$ cat src/rtl/wordstreamer_if.sv
// wordstreamer_if: serial input and word output signals of the deserializer.
// The slave modport is the deserializer's view; the master modport is the
// view of the surrounding logic that feeds bits and drains words.
interface wordstreamer_if #(
  parameter int WIDTH = 8,
  parameter int DEPTH = 4
);
  logic                     shift_enable;
  logic                     serial_in;
  logic                     flush;
  logic                     out_ready;
  logic [WIDTH-1:0]         out_data;
  logic                     out_valid;
  logic [$clog2(DEPTH):0]   fill_level;
  logic                     partial;
  logic                     overflow;

  modport slave (
    input  shift_enable, serial_in, flush, out_ready,
    output out_data, out_valid, fill_level, partial, overflow
  );

  modport master (
    output shift_enable, serial_in, flush, out_ready,
    input  out_data, out_valid, fill_level, partial, overflow
  );
endinterface

$ cat src/rtl/wordstreamer.sv
// wordstreamer: serial-to-parallel deserializer feeding a first-word-fall-through
// FIFO. Completed words are visible at the FIFO head on the same edge that
// captured their last bit; the consumer drains with a valid/ready handshake.
module wordstreamer #(
  parameter int WIDTH     = 8,
  parameter int DEPTH     = 4,
  parameter int LSB_FIRST = 0
) (
  input  logic         clk,
  input  logic         rst,
  wordstreamer_if.slave bus
);
  localparam int CW = $clog2(WIDTH);
  localparam int PW = $clog2(DEPTH);
  localparam int FW = PW + 1;

  typedef logic [WIDTH-1:0] word_t;

  logic [CW-1:0] cnt_q, cnt_d;
  word_t         shift_q, shift_d, shift_nxt;
  logic [PW-1:0] wr_ptr_q, wr_ptr_d;
  logic [PW-1:0] rd_ptr_q, rd_ptr_d;
  logic [FW-1:0] fill_q, fill_d;
  logic          ovf_q, ovf_d;
  logic          word_done;
  logic          pop;
  logic          push;
  word_t         entry [DEPTH];

  // Bit assembly, handshake decode and FIFO bookkeeping for the coming edge.
  always_comb begin
    if (LSB_FIRST != 0) begin
      shift_nxt = {bus.serial_in, shift_q[WIDTH-1:1]};
    end else begin
      shift_nxt = {shift_q[WIDTH-2:0], bus.serial_in};
    end

    // Flush suppresses completion: the bit on a flush edge is discarded.
    word_done = bus.shift_enable && !bus.flush && (cnt_q == CW'(WIDTH - 1));
    pop       = (fill_q != '0) && bus.out_ready;
    // A full FIFO still accepts a word when the head leaves on the same edge.
    push      = word_done && ((fill_q < FW'(DEPTH)) || pop);

    cnt_d   = cnt_q;
    shift_d = shift_q;
    if (bus.flush) begin
      cnt_d   = '0;
      shift_d = '0;
    end else if (bus.shift_enable) begin
      if (cnt_q == CW'(WIDTH - 1)) begin
        cnt_d   = '0;
        shift_d = '0;
      end else begin
        cnt_d   = cnt_q + CW'(1);
        shift_d = shift_nxt;
      end
    end

    wr_ptr_d = wr_ptr_q + PW'(push);
    rd_ptr_d = rd_ptr_q + PW'(pop);

    fill_d = fill_q;
    case ({push, pop})
      2'b10:   fill_d = fill_q + FW'(1);
      2'b01:   fill_d = fill_q - FW'(1);
      default: fill_d = fill_q;
    endcase

    ovf_d = ovf_q | (word_done & ~push);
  end

  // Control state register; reset wins over every other input.
  always_ff @(posedge clk) begin
    if (rst) begin
      cnt_q    <= '0;
      shift_q  <= '0;
      wr_ptr_q <= '0;
      rd_ptr_q <= '0;
      fill_q   <= '0;
      ovf_q    <= 1'b0;
    end else begin
      cnt_q    <= cnt_d;
      shift_q  <= shift_d;
      wr_ptr_q <= wr_ptr_d;
      rd_ptr_q <= rd_ptr_d;
      fill_q   <= fill_d;
      ovf_q    <= ovf_d;
    end
  end

  // FIFO storage, one register per entry so the head can be read with no
  // read latency.
  genvar gi;
  generate
    for (gi = 0; gi < DEPTH; gi++) begin : g_mem
      word_t mem_q, mem_d;

      // Capture the completed word (including this edge's bit) when addressed.
      always_comb begin
        mem_d = mem_q;
        if (push && (wr_ptr_q == PW'(gi))) begin
          mem_d = shift_nxt;
        end
      end

      // Entry register.
      always_ff @(posedge clk) begin
        if (rst) begin
          mem_q <= '0;
        end else begin
          mem_q <= mem_d;
        end
      end

      assign entry[gi] = mem_q;
    end
  endgenerate

  assign bus.out_valid  = (fill_q != '0);
  assign bus.out_data   = (fill_q != '0) ? entry[rd_ptr_q] : '0;
  assign bus.fill_level = fill_q;
  assign bus.partial    = (cnt_q != '0);
  assign bus.overflow   = ovf_q;
endmodule

$ cat src/flat_wrapper.sv
// flat-port wrapper written by rule: the top's interface ports become plain ports
module wordstreamer_flat 
#(
  parameter int WIDTH     = 8,
  parameter int DEPTH     = 4,
  parameter int LSB_FIRST = 0
)
  (clk, rst, bus_shift_enable, bus_serial_in, bus_flush, bus_out_ready, bus_out_data, bus_out_valid, bus_fill_level, bus_partial, bus_overflow);
  wordstreamer_if #(.WIDTH(WIDTH), .DEPTH(DEPTH)) bus_i ();
  input  logic clk;
  input  logic rst;
  input wire logic [$bits(bus_i.shift_enable)-1:0] bus_shift_enable;
  input wire logic [$bits(bus_i.serial_in)-1:0] bus_serial_in;
  input wire logic [$bits(bus_i.flush)-1:0] bus_flush;
  input wire logic [$bits(bus_i.out_ready)-1:0] bus_out_ready;
  output wire logic [$bits(bus_i.out_data)-1:0] bus_out_data;
  output wire logic [$bits(bus_i.out_valid)-1:0] bus_out_valid;
  output wire logic [$bits(bus_i.fill_level)-1:0] bus_fill_level;
  output wire logic [$bits(bus_i.partial)-1:0] bus_partial;
  output wire logic [$bits(bus_i.overflow)-1:0] bus_overflow;
  assign bus_i.shift_enable = bus_shift_enable;
  assign bus_i.serial_in = bus_serial_in;
  assign bus_i.flush = bus_flush;
  assign bus_i.out_ready = bus_out_ready;
  assign bus_out_data = bus_i.out_data;
  assign bus_out_valid = bus_i.out_valid;
  assign bus_fill_level = bus_i.fill_level;
  assign bus_partial = bus_i.partial;
  assign bus_overflow = bus_i.overflow;
  wordstreamer #(.WIDTH(WIDTH), .DEPTH(DEPTH), .LSB_FIRST(LSB_FIRST)) u_core (.clk(clk), .rst(rst), .bus(bus_i));
endmodule
$ cat config.mk
export PLATFORM = sky130hd
export DESIGN_NAME = wordstreamer_flat
export DESIGN_NICKNAME = d
export VERILOG_FILES = /design/src/rtl/wordstreamer_if.sv /design/src/rtl/wordstreamer.sv /design/src/flat_wrapper.sv
export SDC_FILE = /design/constraint.sdc
export NUM_CORES = 1
export LEC_CHECK = 0
export CORE_MARGIN = 4
export CORE_UTILIZATION = 57
export DETAILED_ROUTE_END_ITERATION = 7
export PLACE_DENSITY = 0.89
export SLEW_MARGIN = 10
export SYNTH_ARGS = -nofsm -noshare
export SYNTH_HDL_FRONTEND = slang
export SYNTH_SLANG_ARGS = --single-unit
$ cat constraint.sdc
create_clock -name clk -period 2.7 [get_ports clk]
set_clock_uncertainty 0.2 [all_clocks]
set_input_delay 0.54 -clock clk [delete_from_list [all_inputs] [get_ports clk]]
set_output_delay 0.54 -clock clk [all_outputs]
set_load 0.02 [all_outputs]
==> results of run 1 <==
==> logic make-up (layout without fill, tap and decap cells) <==
logic type,Yosys count,after routing,synth area share
compound gates,12,12,0.0258
xor+xnor,4,4,0.0150
fa+ha+maj,7,7,0.0408
buf+inv,20,51,0.0360
flops,50,50,0.430
mux,42,42,0.223
simple gates,89,89,0.229
==> layer usage <==
metal,global-route usage,vias to the layer above,part of all wire
met1,0.237,775,0.47
met4,0.0564,0,0.012
li1,-,809,-
met2,0.309,29,0.48
met5,0,-,0
met3,0.0457,7,0.041
==> per-stage QoR <==
stage / utilization / area [sq um] / setup WS [ns] / power [mW]
detailed placement: 0.700 / 2660 / -0.0869 / 0.805
CTS: 0.726 / 2760 / 0.103 / 1.31
global route: 0.726 / 2760 / 0.0675 / 1.34
global placement: 0.700 / 2660 / -0.0191 / 0.805
finish: 0.726 / 2760 / 0.125 / 1.30
floorplan: - / 2330 / 0.254 / 0.785
==> sequential cells by signal (all words and copies together), names as in the netlist <==
name                   flops
u_core.shift_q             7
u_core.cnt_q               3
u_core.g_mem.mem_q        32
u_core.rd_ptr_q            2
u_core.bus.overflow        1
u_core.bus.fill_level      3
u_core.wr_ptr_q            2
==> layout make-up <==
class,count,share of cell area
Timing Repair Buffer,35,0.114
Clock buffer,7,0.0277
Tap cell,48,0.0218
Clock inverter,1,0.0109
Sequential cell,50,0.363
Inverter,8,0.0109
Multi-Input combinational cell,154,0.452
==> worst reg2reg max path, delay by kind of cell (launching register included) <==
family	cells	cell delay (ns)
adder cells (fa/ha/maj)	4	0.96
AND/OR/NAND/NOR	3	0.57
flip-flops	1	0.34
XOR/XNOR	1	0.16
AO/OA/AOI/OAI	1	0.14
buffers and inverters	1	0.07
==> cell usage after synthesis <==
cell      instances
nand3b_1          8
nand2b_1         42
nor2_1            9
ha_1              6
a21oi_1          11
mux4_2            8
xor2_1            2
nand2_1           9
buf_2             4
o21ai_0           1
nor2b_1          12
and3b_1           1
nand4b_1          2
nor3b_1           1
dfxtp_1          50
fa_1              1
buf_4             1
or3_1             1
nor3_2            1
mux2i_1          34
inv_1             8
nor3_1            1
or4_1             1
clkbuf_1          7
xnor2_1           2
or2_2             1
==> placed cells by master (no fill, tap or decap), types with 2 or more instances in the layout <==
cell / instances
buf_4: 15
mux4_2: 8
nand4b_1: 2
inv_1: 8
clkdlybuf4s50_1: 12
clkbuf_1: 2
nand3b_1: 8
a21oi_1: 11
nand2_1: 9
nor2_1: 9
dlygate4sd2_1: 7
ha_1: 6
nor2b_1: 12
nand2b_1: 42
dfxtp_1: 50
clkbuf_8: 5
mux2i_1: 34
xor2_1: 2
xnor2_1: 2
==> power by group <==
group,switching [mW],internal [mW],total [mW]
clock,0.236,0.277,0.514
combinational,0.0225,0.0257,0.0482
sequential,0.00141,0.738,0.740
==> final timing paths <==
kind	cells after the start	end	startpoint	slack, ns
worst max-delay path	3	bus_out_data[0]	u_core.rd_ptr_q[1]	0.13
worst min-delay path	2	u_core.shift_q[6]	u_core.shift_q[6]	0.27
worst max register to register	10	u_core.bus.fill_level[2]	u_core.cnt_q[0]	0.21
worst min register to register	2	u_core.shift_q[6]	u_core.shift_q[6]	0.27
==> results.toml, run 1 <==
[run_status]
status = "completed"

[worst_hold_path]
hp-class = "reg -> reg"

[layout]
multiInputGateArea_sq_um = 1240
nFillCells = 286
layout.nets = 267
regArea_sq_um = 1000
fin_cells = 303
final_layout_size_suffix_gt1_frac = 0.125
area_growth_pct = 18.3
diodes = 0

[clock_tree]
cts.sinks = 50
post_cts_resized = 7
hold_buffers = 0
clk_latency_ns = 0.30
cts_tree = "built"
cts_setup_buffers = 0
cts_root_buffer = "clkbuf_8"
cts_inserted_buffers = 5
htree_levels = 2
cts.path.max_buffers = 2
clk_pin_slew_ns = 0.09

[placed_design]
dp.cells = 295
gp_congestion = 0.814
io_buffers = 19
dp_hpwl_um = 3130

[die]
core-area_sq_um = 3800
fp.dieH_um = 71.9
dieArea_sq_um = 5170
start_util = 0.613
rows = 22
die_w_um = 71.9
ios = 20

[setup_path]
crit_fanout = 2
crit_path_cell_trace = "mux4_2 -> nor2b_1 -> clkdlybuf4s50_1"
max_stage_delay_ns = 0.53
setup.worst_path.end_class = "output port"
cp_slowest_cell = "clkdlybuf4s50_1"
crit_required_ns = 1.96
worstSetupStartpointType = "flip-flop"
arrival_ns = 1.83
crit_family = "buffers and inverters"
crit_buf_inv = 1
path_class = "reg -> out"

[routing]
routedWlPerCell_um = 14.3
first_iter_violations = 82
dr.pass1.iters = 4
via_per_inst = 5.35
drc = 0
num_vias = 1620
ant_nets = 0
wl_um = 4340

[yosys]
syn_nets = 237
syn_area_sq_um = 2330
netlist.area_leader.share = 0.430
netlist_instances = 224
synth_largest_area_cell = "dfxtp_1"
netlist_top_cells_area = "dfxtp_1 (43%), mux2i_1 (15%), nand2b_1 (11%), mux4_2 (7.7%), ha_1 (3.2%)"
ys_types = 26
synth_warnings = 0
syn_area_per_cell_sq_um = 10.4
ys_ff_latch = 50
ys_seq_area_frac = 0.430

[timing]
hold_violations = 0
setup_tns_ns = 0
period_minus_slack_ns = 2.57
finalSetupViolCount = 0
relSlewSlack = 0.777
period_share = 0.954
fmax_mhz = 388
holdWs_ns = 0.267
tightest_slew_ns = 0.332
slew_violations = 0
rsz0062_at_grt = "false"

[power_and_ir_drop]
ir_worst_vdd_mv = 0.376
power.leakage_nw = 1.15
power_density_nw_per_um2 = 472

[global_route]
grt_start_max_net_pins = 20
antenna_found_initial = 0
grt_util_all_layers = 0.185
grt_pass1_vias = 1563
grt_pass1_wl_um = 7440
grt-ovfl-total = 0

[run]
drv_cap = 0
No activity file was read; power rests on OpenSTA's default activity.
==> run 2: changes to the inputs <==
--- a/config.mk
+++ b/config.mk
@@ -9,6 +9,7 @@
 export CORE_UTILIZATION = 57
 export DETAILED_ROUTE_END_ITERATION = 7
 export PLACE_DENSITY = 0.89
+export SETUP_SLACK_MARGIN = 0.1
 export SLEW_MARGIN = 10
 export SYNTH_ARGS = -nofsm -noshare
 export SYNTH_HDL_FRONTEND = slang
==> run 2 against run 1 <==
Against the previous run:
- critical path depth increased by 1
- sequential power about the same
- largest cell class unchanged
- first-iteration DRC count decreased by 2.4%
- clock power about the same
- power decreased by 0.12%
- maximum frequency increased by 2.8%
- wire length increased by 0.18%
- sequential cell count unchanged
- non-clock buffer count unchanged
- global-route usage unchanged
- final cell count unchanged
==> results.toml, run 2 (synthesis gave the netlist of run 1 again) <==
[run]
drv_cap = 0

[die]
fp.dieH_um = 71.9
dieArea_sq_um = 5170
die_w_um = 71.9
core-area_sq_um = 3800
start_util = 0.613
ios = 20
rows = 22

[routing]
via_per_inst = 5.35
wl_um = 4350
drc = 0
dr.pass1.iters = 4
routedWlPerCell_um = 14.4
ant_nets = 0
first_iter_violations = 80
num_vias = 1621

[setup_path]
startpoint = "u_core.rd_ptr_q[0]"
arrival_ns = 1.77
crit_required_ns = 1.96
path_class = "reg -> out"
crit_fanout = 9
regToRegStartpoint = "u_core.cnt_q[0]"
setup.worst_path.end_class = "output port"
worstSetupStartpointType = "flip-flop"

[layout]
nFillCells = 286
diodes = 0
reg.largest.list = "u_core.g_mem.mem_q (32), u_core.shift_q (7)"
final_cell_mix = "dfxtp_1 (50), nand2b_1 (42), mux2i_1 (34)"
fin_cells = 303
layout.nets = 267
largest_reg_flops = 32
top_register = "u_core.g_mem.mem_q"
area_growth_pct = 18.6
final_layout_size_suffix_gt1_frac = 0.125
layout_commonest_cell = "dfxtp_1"

[clock_tree]
htree_levels = 2
cts_inserted_buffers = 5
cts_tree = "built"
cts.sinks = 50
clk_pin_slew_ns = 0.09
cts.path.max_buffers = 2
cts_root_buffer = "clkbuf_8"
hold_buffers = 0
clk_latency_ns = 0.30

[worst_hold_path]
hp-start = "u_core.shift_q[6]"
hp-class = "reg -> reg"

[placed_design]
gp_congestion = 0.814
pre_cts_slack_ns = -0.0869
dp_hpwl_um = 3130
dp.cells = 295
io_buffers = 19

[global_route]
antenna_found_initial = 0
grt_pass1_wl_um = 7440
grt_start_max_net_pins = 20
grt-ovfl-total = 0
grt_pass1_vias = 1563
grt_util_all_layers = 0.185

[timing]
tightest_slew_ns = 0.333
slew_violations = 0
finalSetupViolCount = 0
holdWs_ns = 0.268
rsz0062_at_grt = "false"
fmax_mhz = 399
hold_violations = 0
worst_slack_ns = 0.194
relSlewSlack = 0.777
period_minus_slack_ns = 2.51
period_share = 0.928

[power_and_ir_drop]
power.leakage_nw = 1.17
ir_worst_vdd_mv = 0.376
power_density_nw_per_um2 = 470

[run_status]
status = "completed"
-- run 2: stage by stage --
stage	util	power [mW]	area, sq um	setup TNS [ns]
6_report	0.727	1.30	2760	0
3_5_place_dp	0.700	0.805	2660	-0.0869
2_1_floorplan	-	0.785	2330	0
4_1_cts	0.726	1.31	2760	0
5_1_grt	0.727	1.34	2760	0
3_3_place_gp	0.700	0.805	2660	-0.0191
-- run 2: final cells by class --
cell class	instances	area, sq um	area share
Multi-Input combinational cell	154	1240	0.451
Sequential cell	50	1000	0.362
Timing Repair Buffer	35	320	0.116
Clock buffer	7	76.3	0.0276
Tap cell	48	60.1	0.0217
Clock inverter	1	30.0	0.0109
Inverter	8	30.0	0.0109
-- run 2: worst paths after layout --
kind,to,cells past startpoint,slack (ns)
hold / removal,u_core.shift_q[6],2,0.27
setup reg to reg,u_core.bus.fill_level[2],10,0.20
hold reg to reg,u_core.shift_q[6],2,0.27
setup / recovery,bus_out_data[7],4,0.19
-- run 2: report_power, final --
group	leakage, nW	total, mW	switching, mW	internal, mW
Combinational	0.718	0.0481	0.0224	0.0257
Clock	0.0524	0.512	0.235	0.277
Sequential	0.403	0.740	0.00140	0.738
-- run 2: layer usage --
metal	up-vias	global-route usage	part of all wire
met4	0	0.0564	0.012
met1	776	0.237	0.47
met3	6	0.0457	0.040
met2	28	0.309	0.48
li1	811	-	-
met5	-	0	0
-- run 2: repair_timing --
item | 4_1_cts | 5_1_grt
buffers inserted | 0 | 0
gates resized for setup | 7 | 2
endpoints found under the setup margin | 7 | 3
endpoints found under the hold margin | 0 | 0
-- run 2: worst max-delay path, stage by stage, from the launching register on --
cell and delay [ns]:
dfxtp_1 0.33, buf_6 0.17, mux4_2 0.50, nor2b_1 0.15, dlygate4sd2_1 0.31
==> run 3: changes to the inputs <==
--- a/config.mk
+++ b/config.mk
@@ -6,9 +6,9 @@
 export NUM_CORES = 1
 export LEC_CHECK = 0
 export CORE_MARGIN = 4
-export CORE_UTILIZATION = 57
+export CORE_UTILIZATION = 51
 export DETAILED_ROUTE_END_ITERATION = 7
-export PLACE_DENSITY = 0.89
+export PLACE_DENSITY = 0.85
 export SETUP_SLACK_MARGIN = 0.1
 export SLEW_MARGIN = 10
 export SYNTH_ARGS = -nofsm -noshare
==> constraint.sdc (replaced) <==
create_clock -name clk -period 2.05 [get_ports clk]
set_clock_uncertainty 0.2 [all_clocks]
set_input_delay 0.41 -clock clk [delete_from_list [all_inputs] [get_ports clk]]
set_output_delay 0.41 -clock clk [all_outputs]
set_load 0.02 [all_outputs]
==> run 3 against run 2 <==
Against the previous run:
- the run now ends with negative setup slack left
- combinational power up 38%
- sequential power rose by 32%
- core utilization down 3.9 points
- sequential cell count unchanged
- critical path depth up 6
- power is 36% higher
- setup slack got worse by 0.47 ns
==> results.toml, run 3 (synthesis gave the netlist of run 1 again) <==
[layout]
top_register = "u_core.g_mem.mem_q"
largest_reg_flops = 32
layout_commonest_cell = "dfxtp_1"
fin_cells = 323
final_layout_size_suffix_gt1_frac = 0.288
reg.largest.list = "u_core.g_mem.mem_q (32), u_core.shift_q (7)"
layout.nets = 283
diodes = 0
final_cell_mix = "dfxtp_1 (46), nand2b_1 (42), mux2i_1 (34)"
area_growth_pct = 29.4
final_area_sq_um = 3020
nFillCells = 325

[timing]
finalSetupViolCount = 10
period_minus_slack_ns = 2.32
period_share = 1.13
tightest_slew_ns = 0.283
slew_violations = 0
hold_violations = 0
worst_slack_ns = -0.273
relSlewSlack = 0.811
rsz0062_at_grt = "true"
fmax_mhz = 431
setup_tns_ns = -1.13

[clock_tree]
cts_root_buffer = "clkbuf_8"
hold_buffers = 0
cts.path.max_buffers = 2
clk_pin_slew_ns = 0.09
htree_levels = 2
cts.sinks = 50
cts_inserted_buffers = 5
clk_latency_ns = 0.30
cts_tree = "built"

[power_and_ir_drop]
power_density_nw_per_um2 = 586
power_switching_mw = 0.357
power_frac_comb = 0.038
p_sw_frac = 0.202
internal_power_mw = 1.41
ir_worst_vdd_mv = 0.421
p_clk_frac = 0.410
seq_power_share = 0.552
power.leakage_nw = 1.27

[placed_design]
gp_congestion = 0.733
dp_hpwl_um = 3250
io_buffers = 19
placed_area_sq_um = 2800
dp.cells = 310

[run]
drv_cap = 0

[setup_path]
path_class = "reg -> reg"
crit_path_cell_trace = "ha_4 -> ha_4 -> and3b_2 -> nand2_4 -> ha_4 -> inv_2 -> fa_2 -> xor2_1 -> or3_1 -> a21oi_2"
cp_slowest_cell = "dfxtp_2"
worstSetupStartpointType = "flip-flop"
crit_required_ns = 2.09
setup.worst_path.end_class = "flip-flop"
max_stage_delay_ns = 0.35
crit_buf_inv = 1
cp_common_cell = "ha_4"
crit_family = "adder cells"
crit_fanout = 2
arrival_ns = 2.36

[routing]
first_iter_violations = 118
drc = 0
via_per_inst = 5.27
routedWlPerCell_um = 15.0
dr.pass1.iters = 4
wl_um = 4840
ant_nets = 0
num_vias = 1701

[die]
start_util = 0.531
rows = 24
die_w_um = 75.6
fp.dieH_um = 75.6
core-area_sq_um = 4380
ios = 20
dieArea_sq_um = 5710

[run_status]
status = "complete, but fails checks"
violations = "negative setup slack"

[global_route]
grt_util_all_layers = 0.178
antenna_found_initial = 0
grt_pass1_wl_um = 7690
grt_pass1_vias = 1704
grt-ovfl-total = 0
grt_start_max_net_pins = 22

[worst_hold_path]
hp-class = "reg -> reg"
run 3: through the flow:
stage               power, mW  setup slack [ns]  hold slack, ns  utilization
finish                   1.77            -0.273           0.274        0.688
global route             1.83            -0.354           0.299        0.688
CTS                      1.79            -0.267           0.277        0.667
detailed placement       1.06            -0.550           0.260        0.638
global placement         1.06            -0.482           0.252        0.638
floorplan                1.03            -0.244           0.241            -
run 3: power groups by stage:
stage | sequential, mW | clock [mW] | combinational, mW
2_1_floorplan | 0.997 | 0 | 0.0377
3_3_place_gp | 0.997 | 0 | 0.0658
3_5_place_dp | 0.997 | 0 | 0.0661
4_1_cts | 0.975 | 0.747 | 0.0661
5_1_grt | 0.975 | 0.786 | 0.0716
6_report | 0.974 | 0.725 | 0.0666
run 3: worst min-delay path: stages, from the launching register on:
cell     delay, ns
dfxtp_1       0.33
nand2_1       0.06
a21oi_1       0.05
run 3: per-layer routing:
layer	GRT usage	vias up	part of all wire
li1	-	845	-
met1	0.221	832	0.45
met2	0.302	19	0.51
met3	0.0396	5	0.028
met4	0.0680	0	0.013
met5	0	-	0
run 3: final cells by class:
class                           instances  area (sq um)  area share
Clock buffer                            6          82.6      0.0274
Tap cell                               52          65.1      0.0216
Multi-Input combinational cell        154          1340       0.444
Clock inverter                          2          38.8      0.0129
Timing Repair Buffer                   51           455       0.151
Inverter                                8          30.0     0.00996
Sequential cell                        50          1010       0.334
run 3: final timing paths:
| path | start | to | slack [ns] | cells after the start |
|---|---|---|---|---|
| hold / removal | u_core.shift_q[0] | u_core.shift_q[0] | 0.27 | 2 |
| hold reg to reg | u_core.shift_q[0] | u_core.shift_q[0] | 0.27 | 2 |
| setup / recovery | u_core.cnt_q[1] | u_core.bus.fill_level[2] | -0.27 | 10 |
| setup reg to reg | u_core.cnt_q[1] | u_core.bus.fill_level[2] | -0.27 | 10 |
run 3: what timing repair did:
action	4_1_cts	5_1_grt
pin swaps	4	1
buffers inserted	4	1
gates resized for setup	48	23
setup endpoints to repair	22	23
hold endpoints to repair	0	0
